File: config.mk
export PLATFORM = sky130hd
export DESIGN_NAME = uart_baud_gen
export DESIGN_NICKNAME = d
export VERILOG_FILES = /design/src/rtl/uart_baud_gen.sv
export SDC_FILE = /design/constraint.sdc
export NUM_CORES = 1
export LEC_CHECK = 0
export ABC_AREA = 1
export CORE_MARGIN = 1
export CORE_UTILIZATION = 55
export DETAILED_ROUTE_END_ITERATION = 6
export PLACE_DENSITY = 0.8
export SLEW_MARGIN = 20
export SYNTH_ARGS = -nofsm -noshare
export SYNTH_HDL_FRONTEND = slang
export SYNTH_SLANG_ARGS = --single-unit
File: constraint.sdc
create_clock -name clk -period 8.1 [get_ports clk]
set_input_delay 0.81 -clock clk [delete_from_list [all_inputs] [get_ports clk]]
set_output_delay 0.81 -clock clk [all_outputs]
set_load 0.02 [all_outputs]
File: src/rtl/uart_baud_gen.sv
// Fractional-divisor UART baud generator: oversample, mid-bit and end-of-bit ticks.
// The divisor is shadowed so that a write never disturbs the period already in progress.
module uart_baud_gen #(
  parameter int DIV_W  = 16,
  parameter int FRAC_W = 4,
  parameter int OSR    = 16
) (
  input  logic              clk,
  input  logic              reset,
  input  logic              enable,
  input  logic              restart,
  input  logic [DIV_W-1:0]  div_int,
  input  logic [FRAC_W-1:0] div_frac,
  output logic              os_tick,
  output logic              mid_tick,
  output logic              bit_tick
);

  localparam int SC_W = $clog2(OSR);
  localparam logic [SC_W-1:0] SC_LAST = SC_W'(OSR - 1);
  localparam logic [SC_W-1:0] SC_MID  = SC_W'(OSR / 2 - 1);

  logic [DIV_W:0]    r_pc;
  logic [FRAC_W-1:0] r_fa;
  logic              r_cp;
  logic [SC_W-1:0]   r_sc;
  logic [DIV_W-1:0]  r_sdi;
  logic [FRAC_W-1:0] r_sdf;
  logic              r_os;
  logic              r_mid;
  logic              r_bit;

  logic [DIV_W-1:0]  w_ei;
  logic [DIV_W:0]    w_tc;
  logic              w_term;
  logic [FRAC_W:0]   w_sum;
  logic              w_load;

  // A zero divisor behaves like one so the generator never stalls.
  assign w_ei   = (r_sdi == '0) ? DIV_W'(1) : r_sdi;
  // A pending fractional carry stretches this period by one clock.
  assign w_tc   = {1'b0, w_ei} - (DIV_W + 1)'(1) + {{DIV_W{1'b0}}, r_cp};
  assign w_term = (r_pc == w_tc);
  assign w_sum  = {1'b0, r_fa} + {1'b0, r_sdf};
  assign w_load = restart | ~enable | w_term;

  always_ff @(posedge clk or posedge reset) begin
    if (reset) begin
      r_pc  <= '0;
      r_fa  <= '0;
      r_cp  <= 1'b0;
      r_sc  <= '0;
      r_sdi <= '0;
      r_sdf <= '0;
      r_os  <= 1'b0;
      r_mid <= 1'b0;
      r_bit <= 1'b0;
    end else begin
      r_os  <= 1'b0;
      r_mid <= 1'b0;
      r_bit <= 1'b0;
      if (restart) begin
        r_pc <= '0;
        r_fa <= '0;
        r_cp <= 1'b0;
        r_sc <= '0;
      end else if (enable) begin
        if (w_term) begin
          r_pc  <= '0;
          r_os  <= 1'b1;
          r_fa  <= w_sum[FRAC_W-1:0];
          r_cp  <= w_sum[FRAC_W];
          r_sc  <= (r_sc == SC_LAST) ? '0 : r_sc + SC_W'(1);
          r_mid <= (r_sc == SC_MID);
          r_bit <= (r_sc == SC_LAST);
        end else begin
          r_pc <= r_pc + (DIV_W + 1)'(1);
        end
      end
      if (w_load) begin
        r_sdi <= div_int;
        r_sdf <= div_frac;
      end
    end
  end

  assign os_tick  = r_os;
  assign mid_tick = r_mid;
  assign bit_tick = r_bit;

endmodule

=== After elaboration in Yosys (flattened, before gate mapping) ===
Index checks and enable logic that the tools add are counted.
W data, S select, Z words.

* Input port bits: 24
* Register bits after elaboration: 49
* Word-level logic and storage cells: 47

* Multiplexer cells: 23
* Bitwise logic cells: 3
* Equal/unequal tests: 3
* Reduce and logical (&&, ||, !) cells: 4
* Add/sub/neg operators: 5

{| class="wikitable"
|+ Operators with widths
! kind !! count
|-
| $mux W17 || 3
|-
| $mux W4 || 7
|-
| $add A17 B1 Y17 || 1
|-
| $add A17 B1 Y17 const B || 1
|-
| $eq A17 B17 Y1 || 1
|-
| $sub A16 B1 Y17 const B || 1
|-
| $logic_not A16 Y1 || 1
|-
| $mux W16 || 1
|-
| $mux W1 || 12
|-
| $add A4 B4 Y5 || 1
|-
| $add A4 B1 Y4 const B || 1
|-
| $eq A4 B3 Y1 const B || 1
|-
| $eq A4 B4 Y1 const B || 1
|-
| $reduce_bool A2 Y1 || 2
|-
| $or A1 B1 Y1 || 2
|-
| $reduce_and A2 Y1 || 1
|-
| $not A1 Y1 || 1
|}

=== Longest topological paths before layout ===
* Depth in word-level cells: 8
* Gate-level depth with buffers: 19
* Depth with buffers taken out: 19

=== Least setup slack after synthesis ===
No wires, ideal clock.

* Kind: register to register
* Start: register r_sdi[5]
* End: register r_pc[15]
* Data arrival time: 2542 ps
* Clock period less this slack: 2669 ps
* Data required time: 7973 ps
* Cell stages (with the launch flop): 18
* Path buffers: 1
* Setup time: 127 ps
* Path slack: 5431 ps
* Cells stage by stage: dfrtp_1 nor2_2 nand2_2 nor4_1 a21oi_1 ha_1 ha_1 inv_1 nand2_1 nand2_1 nand2_1 nand2_1 nand4_1 nor3_2 nand4_4 nand2_8 buf_12 o21ai_0

* Word-level cells in the longest chain between the ends: 8

{| class="wikitable"
|+ Ends and longest elaborated chain
! item !! RTL line !! source
|-
| start: declaration || 27 || <nowiki>logic [DIV_W-1:0] r_sdi;</nowiki>
|-
| start signal: assignment || 81 || <nowiki>r_sdi <= div_int;</nowiki>
|-
| $logic_not A16 Y1 || 40 || <nowiki>assign w_ei = (r_sdi == '0) ? DIV_W'(1) : r_sdi;</nowiki>
|-
| $mux W16 (*) || 40 ||
|-
| $sub A16 B1 Y17 (*) || 42 || <nowiki>assign w_tc = {1'b0, w_ei} - (DIV_W + 1)'(1) + {{DIV_W{1'b0}}, r_cp};</nowiki>
|-
| $add A17 B1 Y17 (*) || 42 ||
|-
| $eq A17 B17 Y1 (*) || 43 || <nowiki>assign w_term = (r_pc == w_tc);</nowiki>
|-
| $mux W17 (*) || 68 || <nowiki>if (w_term) begin</nowiki>
|-
| $mux W17 (*) || 67 || <nowiki>end else if (enable) begin</nowiki>
|-
| $mux W17 (*) || 62 || <nowiki>if (restart) begin</nowiki>
|-
| end signal: assignment || 77 || <nowiki>r_pc <= r_pc + (DIV_W + 1)'(1);</nowiki>
|-
| end: declaration || 23 || <nowiki>logic [DIV_W:0] r_pc;</nowiki>
|}

Mark *: on every way between the ends. The rest lies on a longest branch, timed or not. The select of a mux whose other input is x is not followed.
A chain may end at the register's enable or synchronous reset.

=== Final worst setup path ===
* Start: register r_sdi[5]
* End: register r_pc[2]

The elaborated chain is that of the path after synthesis.

==> reports/qor.yml <==
n_fill_cell: 507
postLayoutCellArea_sq_mm: 0.00359
instances_no_fill: 529
cp_top_family: "simple AND/OR/NAND/NOR gates"
nets: 489
critPathMaxStageDelay_ns: 0.48
worst_path_max_delay_cell: "dfrtp_1"
p_leak_nw: 1.70
path_buf_inv: 0
rows: 27
min_path_type: "reg -> reg"
wire_per_inst_um: 13.8
htree_levels: 2
arrival_ns: 3.54
place_inst: 521
rsz0062_at_grt: "false"
finalCritPeriodShare: 0.415
dr.first_iter.drc_count: 234
cts_buffer_depth: 2
cts_tree: "done"
dr.pass1.iters: 5
die_h_um: 78.4
finalCriticalPeriod_ns: 3.37
cts_resized: 0
grt_pass1_wl_um: 12700
layout-drive-gt1-share: 0.0985
post-cts-setup-buffer-count: 0
ir_drop_uv: 106
skew_ns: 0.00695
multi_input_area_sq_mm: 0.00172
drc: 0
tns_ns: 0
seq_area_sq_mm: 0.00123
status: "complete, no violations"
busiest_layer: "met2"
finalHoldViolCount: 0
clock_latency_ns: 0.31
met3_usage: 0.0419
crit_type: "reg -> reg"
die_area_sq_mm: 0.00615
synth-seq-area-share: 0.382
worst_pin_slew_ns: 0.825
start_kind: "flip-flop"
die_w_um: 78.4
crit_fanout: 45
area_growth_pct: 11.8
crit_chain: "nor2_2 > nand2_2 > nor4_1 > a21oi_1 > ha_1 > ha_1 > or2_2 > nand2_1 > nor2_1 > nand4_1 > nor3_2 > nand4_4 > nand2_8 > o22ai_1"
cts_sinks: 49
numCtsBuffers: 5
placed_cell_area_sq_mm: 0.00349
routabilityCongestion: 0.973
port_buffers: 26
syn_area_per_cell_sq_um: 7.47
n_antenna_cell: 0
met2_usage: 0.427
start_util: 0.576
drt_wl_total_um: 7280
cts.clk_slew.worst_paths_ns: 0.09
crit_required_ns: 8.27
fmax_mhz: 297
yosysUniqueCellTypes: 35
synth_nets: 463
finalMaxSlewViolations: 0
crit_path_frequent_cell: "ha_1"
synth-seq-cells: 49
relSlewSlack: 0.450
globalRouteMet1Util: 0.373
viasPerCell: 5.53
overflow: 0
antenna_found_initial: 0
grt_max_degree: 50
finalSetupViolCount: 0
powerDensity_mw_per_mm2: 147
routed-via-count: 2925
top_level_ports: 27
max_cap_viol_count: 0
syn_area_sq_mm: 0.00321
postRouteAntennaNets: 0
grt_usage: 0.268
grt_pass1_vias: 2773
syn_inst: 430
cts_hold_buffers: 0
end_kind: "flip-flop"
dp_hpwl_um: 5540
root_buffer: "clkbuf_8"
yosysWarnings: 0
core_area_sq_mm: 0.00557
==> final timing paths <==
| check | slack (ns) | from | cells past startpoint | end |
|---|---|---|---|---|
| max | 4.73 | r_sdi[5] | 14 | r_pc[2] |
| min | 0.49 | r_cp | 2 | r_cp |
| max reg2reg | 4.73 | r_sdi[5] | 14 | r_pc[2] |
| min reg2reg | 0.49 | r_cp | 2 | r_cp |
| max in group asynchronous | 6.66 | reset | 2 | r_sdi[14] |
| min in group asynchronous | 0.96 | reset | 2 | r_sdi[1] |
==> placed cells by master, fill, tap and decap left out, types with 12 or more instances in the layout <==
master           synthesis  final
xor2_1                  14     14
dfrtp_1                 49     49
nand4_1                 12     12
nand2_2                 13     13
nand3_1                 42     42
inv_1                   48     47
o22ai_1                 13     13
o21ai_0                 16     16
nand2_1                123    123
clkdlybuf4s50_1          0     26
nor2_1                  35     35
==> layer usage <==
metal  share of wire  vias up
met5               0        -
met4           0.018        0
met3           0.059       15
met2            0.45      103
met1            0.47     1373
li1                -     1434
==> tightest hold or removal path: cells and delay by family (launching register included) <==
kind	cells	cell delay, ns
AND/OR/NAND/NOR	2	0.11
flip-flops	1	0.35
==> cells in the mapped netlist <==
master | count | share of area
buf_8 | 2 | 0.0094
o22ai_1 | 13 | 0.025
fa_1 | 1 | 0.0062
nand4_4 | 1 | 0.0066
o21ai_2 | 4 | 0.011
nand2_2 | 13 | 0.025
xnor2_1 | 7 | 0.019
nor4_1 | 1 | 0.0019
nand2_8 | 1 | 0.0062
or2_2 | 2 | 0.0039
nand3b_1 | 2 | 0.0047
nand3_1 | 42 | 0.065
nand2_4 | 1 | 0.0035
nor3_1 | 7 | 0.011
o21ai_1 | 1 | 0.0016
buf_6 | 1 | 0.0035
o21ai_0 | 16 | 0.025
nand2_1 | 123 | 0.14
nor2_4 | 3 | 0.011
buf_2 | 1 | 0.0016
xor2_1 | 14 | 0.038
inv_1 | 48 | 0.056
inv_2 | 1 | 0.0012
clkbuf_1 | 3 | 0.0035
nand4_1 | 12 | 0.023
nor2_1 | 35 | 0.041
nor2_2 | 8 | 0.016
and2_1 | 1 | 0.0019
nor3b_1 | 1 | 0.0023
a21oi_1 | 5 | 0.0078
ha_1 | 8 | 0.031
buf_12 | 1 | 0.0062
nor3_2 | 1 | 0.0031
dfrtp_1 | 49 | 0.38
clkinv_1 | 1 | 0.0012
==> cell type report <==
class                   instances  share of cell area
repair buffers                 27              0.0746
multi-input cells             323               0.479
flip-flops and latches         49               0.342
clock inverters                 2             0.00384
inverters                      50              0.0526
clock buffers                   6              0.0230
well taps                      72              0.0251
==> through the flow <==
stage / util / power (mW) / hold slack [ns] / worst slack (ns)
final: 0.644 / 0.529 / 0.488 / 4.73
after global routing: 0.644 / 0.558 / 0.513 / 4.40
after CTS: 0.644 / 0.532 / 0.489 / 4.74
after detailed placement: 0.626 / 0.381 / 0.469 / 4.80
after global placement: 0.626 / 0.379 / 0.466 / 4.90
after floorplan: - / 0.351 / 0.442 / 5.43
==> registers in the layout (all words and copies together) (netlist names) <==
signal and flops:
bit_tick 1, mid_tick 1, r_sc 4, r_pc 17, r_sdi 16, r_fa 4
r_sdf 4, os_tick 1, r_cp 1
==> power by group <==
| part | leakage, nW | internal [mW] | switching, mW | total [mW] |
|---|---|---|---|---|
| clock | 0.0512 | 0.0693 | 0.0822 | 0.152 |
| sequential | 0.640 | 0.257 | 0.0163 | 0.274 |
| combinational | 1.00 | 0.0412 | 0.0625 | 0.104 |
| total | 1.70 | 0.368 | 0.161 | 0.529 |
==> cell families after synthesis <==
group	synth area share
adders and majority gates	0.0374
AOI/OAI and AO/OA	0.0705
buffers and inverters	0.0826
xor gates and xnor gates	0.0573
and+or+nand+nor	0.370
DFF	0.382
Note: power is estimated with default switching activity, not from simulation.
